**src/rtl/rsa_operand_sequencer.sv**
```systemverilog
// Operand sequencer for the RSA UART datapath: gathers base/exp/mod words, runs the core, forwards the result.
// Optional core-hang abort is compiled in with `define RSA_SEQ_TIMEOUT_EN.
module rsa_operand_sequencer #(
    parameter int N              = 32,
    parameter int TIMEOUT_CYCLES = 65535
) (
    input  logic         clk,
    input  logic         rst_n,
    input  logic         rx_valid,
    input  logic [N-1:0] rx_bytes,
    output logic [N-1:0] core_base,
    output logic [N-1:0] core_exp,
    output logic [N-1:0] core_mod,
    output logic         core_start,
    input  logic         core_done,
    input  logic [N-1:0] core_result,
    input  logic         tx_busy,
    output logic         tx_valid,
    output logic [N-1:0] tx_bytes,
    output logic         busy,
    output logic         overrun,
    output logic         timeout
);

    typedef enum logic [2:0] {
        LOAD_BASE,
        LOAD_EXP,
        LOAD_MOD,
        START,
        WAIT_CORE,
        SEND
    } state_t;

    state_t state, state_nxt;
    logic   abort;
    logic   mod_zero;

    assign mod_zero = (rx_bytes == '0);

`ifdef RSA_SEQ_TIMEOUT_EN
    localparam int CW = $clog2(TIMEOUT_CYCLES + 1);
    logic [CW-1:0] wait_cnt;

    // wait_cnt is 0 in the first WAIT_CORE cycle, so the abort lands on the TIMEOUT_CYCLES-th one
    assign abort = (state == WAIT_CORE) && !core_done && (wait_cnt == CW'(TIMEOUT_CYCLES - 1));

    always_ff @(posedge clk) begin
        if (!rst_n) begin
            wait_cnt <= '0;
            timeout  <= 1'b0;
        end else begin
            wait_cnt <= (state == WAIT_CORE) ? wait_cnt + 1'b1 : '0;
            if (abort)
                timeout <= 1'b1;
        end
    end
`else
    localparam int unused_timeout_cycles = TIMEOUT_CYCLES;
    assign abort   = 1'b0;
    assign timeout = 1'b0;
`endif

    always_ff @(posedge clk) begin
        if (!rst_n)
            state <= LOAD_BASE;
        else
            state <= state_nxt;
    end

    always_comb begin
        state_nxt = state;
        case (state)
            LOAD_BASE: if (rx_valid) state_nxt = LOAD_EXP;
            LOAD_EXP:  if (rx_valid) state_nxt = LOAD_MOD;
            LOAD_MOD:  if (rx_valid) state_nxt = mod_zero ? SEND : START;
            START:     state_nxt = WAIT_CORE;
            WAIT_CORE: if (core_done || abort) state_nxt = SEND;
            SEND:      if (!tx_busy) state_nxt = LOAD_BASE;
            default:   state_nxt = LOAD_BASE;
        endcase
    end

    always_ff @(posedge clk) begin
        if (!rst_n) begin
            core_base  <= '0;
            core_exp   <= '0;
            core_mod   <= '0;
            core_start <= 1'b0;
            tx_valid   <= 1'b0;
            tx_bytes   <= '0;
            busy       <= 1'b0;
            overrun    <= 1'b0;
        end else begin
            core_start <= (state == LOAD_MOD) && rx_valid && !mod_zero;
            tx_valid   <= (state == SEND) && !tx_busy;
            busy       <= (state_nxt != LOAD_BASE);

            if (rx_valid) begin
                case (state)
                    LOAD_BASE: core_base <= rx_bytes;
                    LOAD_EXP:  core_exp  <= rx_bytes;
                    LOAD_MOD: begin
                        core_mod <= rx_bytes;
                        // a zero modulus has no defined result; answer all-ones without starting the core
                        if (mod_zero)
                            tx_bytes <= '1;
                    end
                    default:   overrun <= 1'b1;
                endcase
            end

            if (state == WAIT_CORE) begin
                if (core_done)
                    tx_bytes <= core_result;
                else if (abort)
                    tx_bytes <= '1;
            end
        end
    end

endmodule

```
**config.mk**
```make
export PLATFORM = sky130hd
export DESIGN_NAME = rsa_operand_sequencer
export DESIGN_NICKNAME = d
export VERILOG_FILES = /design/src/rtl/rsa_operand_sequencer.sv
export SDC_FILE = /design/constraint.sdc
export NUM_CORES = 1
export LEC_CHECK = 0
export CAP_MARGIN = 20
export CORE_AREA = 10 10 116 118
export DETAILED_ROUTE_END_ITERATION = 10
export DIE_AREA = 0 0 126 128
export GPL_TIMING_DRIVEN = 1
export PLACE_DENSITY_LB_ADDON = 0.05
export SYNTH_ARGS = -nofsm -noshare
export SYNTH_HDL_FRONTEND = slang
export SYNTH_SLANG_ARGS = --single-unit
```
**constraint.sdc**
```tcl
create_clock -name clk -period 3 [get_ports clk]
set_input_delay 0.9 -clock clk [delete_from_list [all_inputs] [get_ports clk]]
set_output_delay 0.9 -clock clk [all_outputs]
set_load 0.01 [all_outputs]
```
==> results.sh <==
export IMPL_final_max_slew_viol_count=0
export IMPL_timing_slew_headroom_pct=52.5
export IMPL_std_cell_rows=39
export IMPL_routability_congestion_estimate=0.797
export IMPL_synth_seq_cells=135
export IMPL_max_clock_path_buffers=2
export IMPL_rsz0062_at_grt="no"
export IMPL_wire_per_inst_um=16.9
export IMPL_cts_sinks=135
export IMPL_final_hold_viol_count=0
export IMPL_cp_startpoint="rx_bytes[13]"
export IMPL_layout_drive_gt1_share_pct=5.70
export IMPL_detailedPlace_worstSlack_ns=0.101
export IMPL_die_w_um=126
export IMPL_period_needed_ns=2.47
export IMPL_fin_area_sq_um=7750
export IMPL_placedCellCount=919
export IMPL_netlist_area_sq_um=5160
export IMPL_io_pins=202
export IMPL_synth_top_cells_by_area="sky130_fd_sc_hd__dfxtp_1 52%, sky130_fd_sc_hd__nand2_1 14%, sky130_fd_sc_hd__a21boi_1 13%"
export IMPL_hold_path_startpoint="core_base[19]"
export IMPL_worstMarginPinSlew_ns=0.713
export IMPL_num_vias=4857
export IMPL_dp_final_hpwl_mm=11.6
export IMPL_drtIter0Drc=370
export IMPL_grt_overflow=0
export IMPL_start_util_pct=46.0
export IMPL_synth_net_count=683
export IMPL_postPlaceCellArea_sq_um=7190
export IMPL_postSynthCellCount=614
export IMPL_power_mw=4.35
export IMPL_post_cts_repair_setup_buffers=0
export IMPL_timing_critical_path_fanout_max=33
export IMPL_worst_r2r_path_cells=5
export IMPL_fillerInstances=959
export IMPL_critical_path_reg2reg_startpoint="state[0]"
export IMPL_finalCoreUtilization_pct=69.0
export IMPL_worstSetupPathType="primary input to flip-flop"
export IMPL_power_ir_vdd_worst_v=0.000346
export IMPL_grt_total_usage_pct=19.1
export IMPL_achievable_frequency_mhz=406
export IMPL_die_area_sq_um=16100
export IMPL_synth_top_area_share_pct=52.3
export IMPL_setup_slack_ns=0.535
export IMPL_max_cap_violations=0
export IMPL_firstDrtPassIters=4
export IMPL_hold_ws_ns=0.450
export IMPL_static_leakage_nw=2.74
export IMPL_grt_start_max_net_pins=84
export IMPL_final_setup_skew_ns=0.00780
export IMPL_placeableCoreArea_sq_um=11200
export IMPL_synth_seq_area_share_pct=52.3
export IMPL_crit_required_ns=3.33
export IMPL_antenna_found_initial=0
export IMPL_clkLatencyLatePin_ns=0.41
export IMPL_insertedDiodeCount=0
export IMPL_floorplan_die_height_um=128
export IMPL_clock_tree_root_cell="sky130_fd_sc_hd__clkbuf_16"
export IMPL_groute_layer_met3_usage_pct=9.64
export IMPL_syn_area_per_cell_sq_um=8.41
export IMPL_power_density_cell_area_nw_per_um2=562
export IMPL_post_route_non_filler_standard_cell_count=950
export IMPL_route_detailed_drc=0
export IMPL_ctsResizeCount=0
export IMPL_library_cell_with_the_largest_summed_area_after_synthesis="sky130_fd_sc_hd__dfxtp_1"
export IMPL_setup_worst_path_end_class="flip-flop"
export IMPL_cts_hold_fix_buffers=0
export IMPL_grt_met1_usage_pct=21.3
export IMPL_timing_hold_worst_class="flip-flop to flip-flop"
export IMPL_number_of_nets_in_the_final_layout=864
export IMPL_wire_length_of_the_first_global_routing_pass_mm=25.0
export IMPL_final_period_utilization_pct=82.2
export IMPL_detail_route_antenna_nets=0
export IMPL_fin_setup_tns_ns=0
export IMPL_worst_setup_hold_path_clk_slew_ns=0.05
export IMPL_syn_to_final_growth_pct=50.0
export IMPL_timing_critical_path_arrival_ns=2.79
export IMPL_setup_viol=0
export IMPL_postRouteWirelength_mm=16.0
export IMPL_hold_depth=2
export IMPL_buffer_ports_inserted=200
export IMPL_grt_pass1_vias=4814
export IMPL_grt_util_met2_pct=30.3
export IMPL_tritoncts="yes"
export IMPL_timing_critical_path_from_type="primary input"
export IMPL_run_status="finished clean"
export IMPL_tritoncts_num_buffers=17
export IMPL_drt_vias_per_instance=5.11
export IMPL_post_synth_num_cell_types=31
export IMPL_global_route_peak_usage_layer="met2"
export IMPL_ys_warnings_count=0
export IMPL_cts_max_level=4
placed cells by master, fill, tap and decap left out:
cell type                         netlist  routed
sky130_fd_sc_hd__bufinv_16              0       2
sky130_fd_sc_hd__o21ai_0               34      34
sky130_fd_sc_hd__nor4b_4                1       1
sky130_fd_sc_hd__nand3_4                1       1
sky130_fd_sc_hd__conb_1                 1       1
sky130_fd_sc_hd__nor4b_1                1       1
sky130_fd_sc_hd__and3_1                 2       2
sky130_fd_sc_hd__mux2_2                 1       1
sky130_fd_sc_hd__nand3b_1               3       3
sky130_fd_sc_hd__clkinv_2               0       4
sky130_fd_sc_hd__inv_1                  1       1
sky130_fd_sc_hd__nor4_1                 8       8
sky130_fd_sc_hd__clkbuf_1              20       4
sky130_fd_sc_hd__and4_1                 2       2
sky130_fd_sc_hd__nor3b_2                1       1
sky130_fd_sc_hd__nor3b_1                1       1
sky130_fd_sc_hd__dfxtp_1              135     135
sky130_fd_sc_hd__nand2_1              195     195
sky130_fd_sc_hd__nor2_1                35      35
sky130_fd_sc_hd__and2_1                 2       2
sky130_fd_sc_hd__clkbuf_16              0      17
sky130_fd_sc_hd__nor2_2                 1       1
sky130_fd_sc_hd__nor2b_1                2       2
sky130_fd_sc_hd__nand3_1                2       2
sky130_fd_sc_hd__clkdlybuf4s50_1        0     199
sky130_fd_sc_hd__a21boi_0               6       6
sky130_fd_sc_hd__buf_4                  9      10
sky130_fd_sc_hd__clkinvlp_4             0       3
sky130_fd_sc_hd__nor3_1                 1       1
sky130_fd_sc_hd__clkbuf_8               0       1
sky130_fd_sc_hd__buf_12                 0       2
sky130_fd_sc_hd__a21boi_1              90      90
sky130_fd_sc_hd__a21oi_1               34      34
sky130_fd_sc_hd__a21oi_2                2       2
sky130_fd_sc_hd__o21a_1                 2       2
sky130_fd_sc_hd__a31oi_1                1       1
worst paths after layout:
check | slack (ns) | endpoint
worst min register to register | 0.45 | core_base[19]
worst min-delay path | 0.45 | core_base[19]
worst max-delay path | 0.53 | tx_bytes[24]
worst max register to register | 1.29 | core_mod[31]
critical path, stage by stage:
cell and delay, ns:
sky130_fd_sc_hd__clkdlybuf4s50_1 0.47, sky130_fd_sc_hd__nor4_1 0.47, sky130_fd_sc_hd__and4_1 0.34, sky130_fd_sc_hd__nand3_4 0.33, sky130_fd_sc_hd__a21oi_1 0.26
where the power goes:
part / leakage, nW / internal, mW / switching (mW)
clock network: 0.266 / 1.23 / 0.724
logic: 1.38 / 0.264 / 0.233
registers: 1.10 / 1.86 / 0.0408
state kept, by name (all words and copies together) (netlist names):
signal	cells
core_mod	32
busy	1
core_start	1
overrun	1
core_exp	32
tx_valid	1
core_base	32
state	3
tx_bytes	32
metal layers:
| metal | wire, um | up-vias |
|---|---|---|
| met1 | 6320 | 2265 |
| met5 | 0 | - |
| met2 | 7550 | 181 |
| li1 | - | 2389 |
| met4 | 329 | 0 |
| met3 | 1830 | 22 |
kinds of logic (layout without fill, tap and decap cells):
| group | Yosys count | after routing | synth area share, % |
|---|---|---|---|
| AOI/OAI and AO/OA | 169 | 169 | 21.3 |
| other | 1 | 1 | 0.0726 |
| buffers and inverters | 50 | 243 | 5.14 |
| muxes | 1 | 1 | 0.218 |
| and+or+nand+nor | 258 | 258 | 21.0 |
| DFF | 135 | 135 | 52.3 |
synthesized netlist by cell type (all sizes together):
library cell	count
nor3b	2
a21oi	36
conb	1
clkbuf	20
mux2	1
buf	29
inv	1
nor2b	2
a31oi	1
o21a	2
nand2	195
nand3	3
nand3b	3
o21ai	34
and4	2
nor4b	2
nor2	36
a21boi	96
dfxtp	135
nor3	1
and2	2
nor4	8
and3	2
cell type report:
type	count	area, sq um	area share, %
repair buffers	211	2110	27.2
flip-flops and latches	135	2700	34.9
well taps	143	179	2.31
multi-input cells	429	2200	28.4
clock inverters	9	103	1.32
inverters	1	3.75	0.0485
clock buffers	22	454	5.86
No activity file was read; power rests on OpenSTA's default activity.
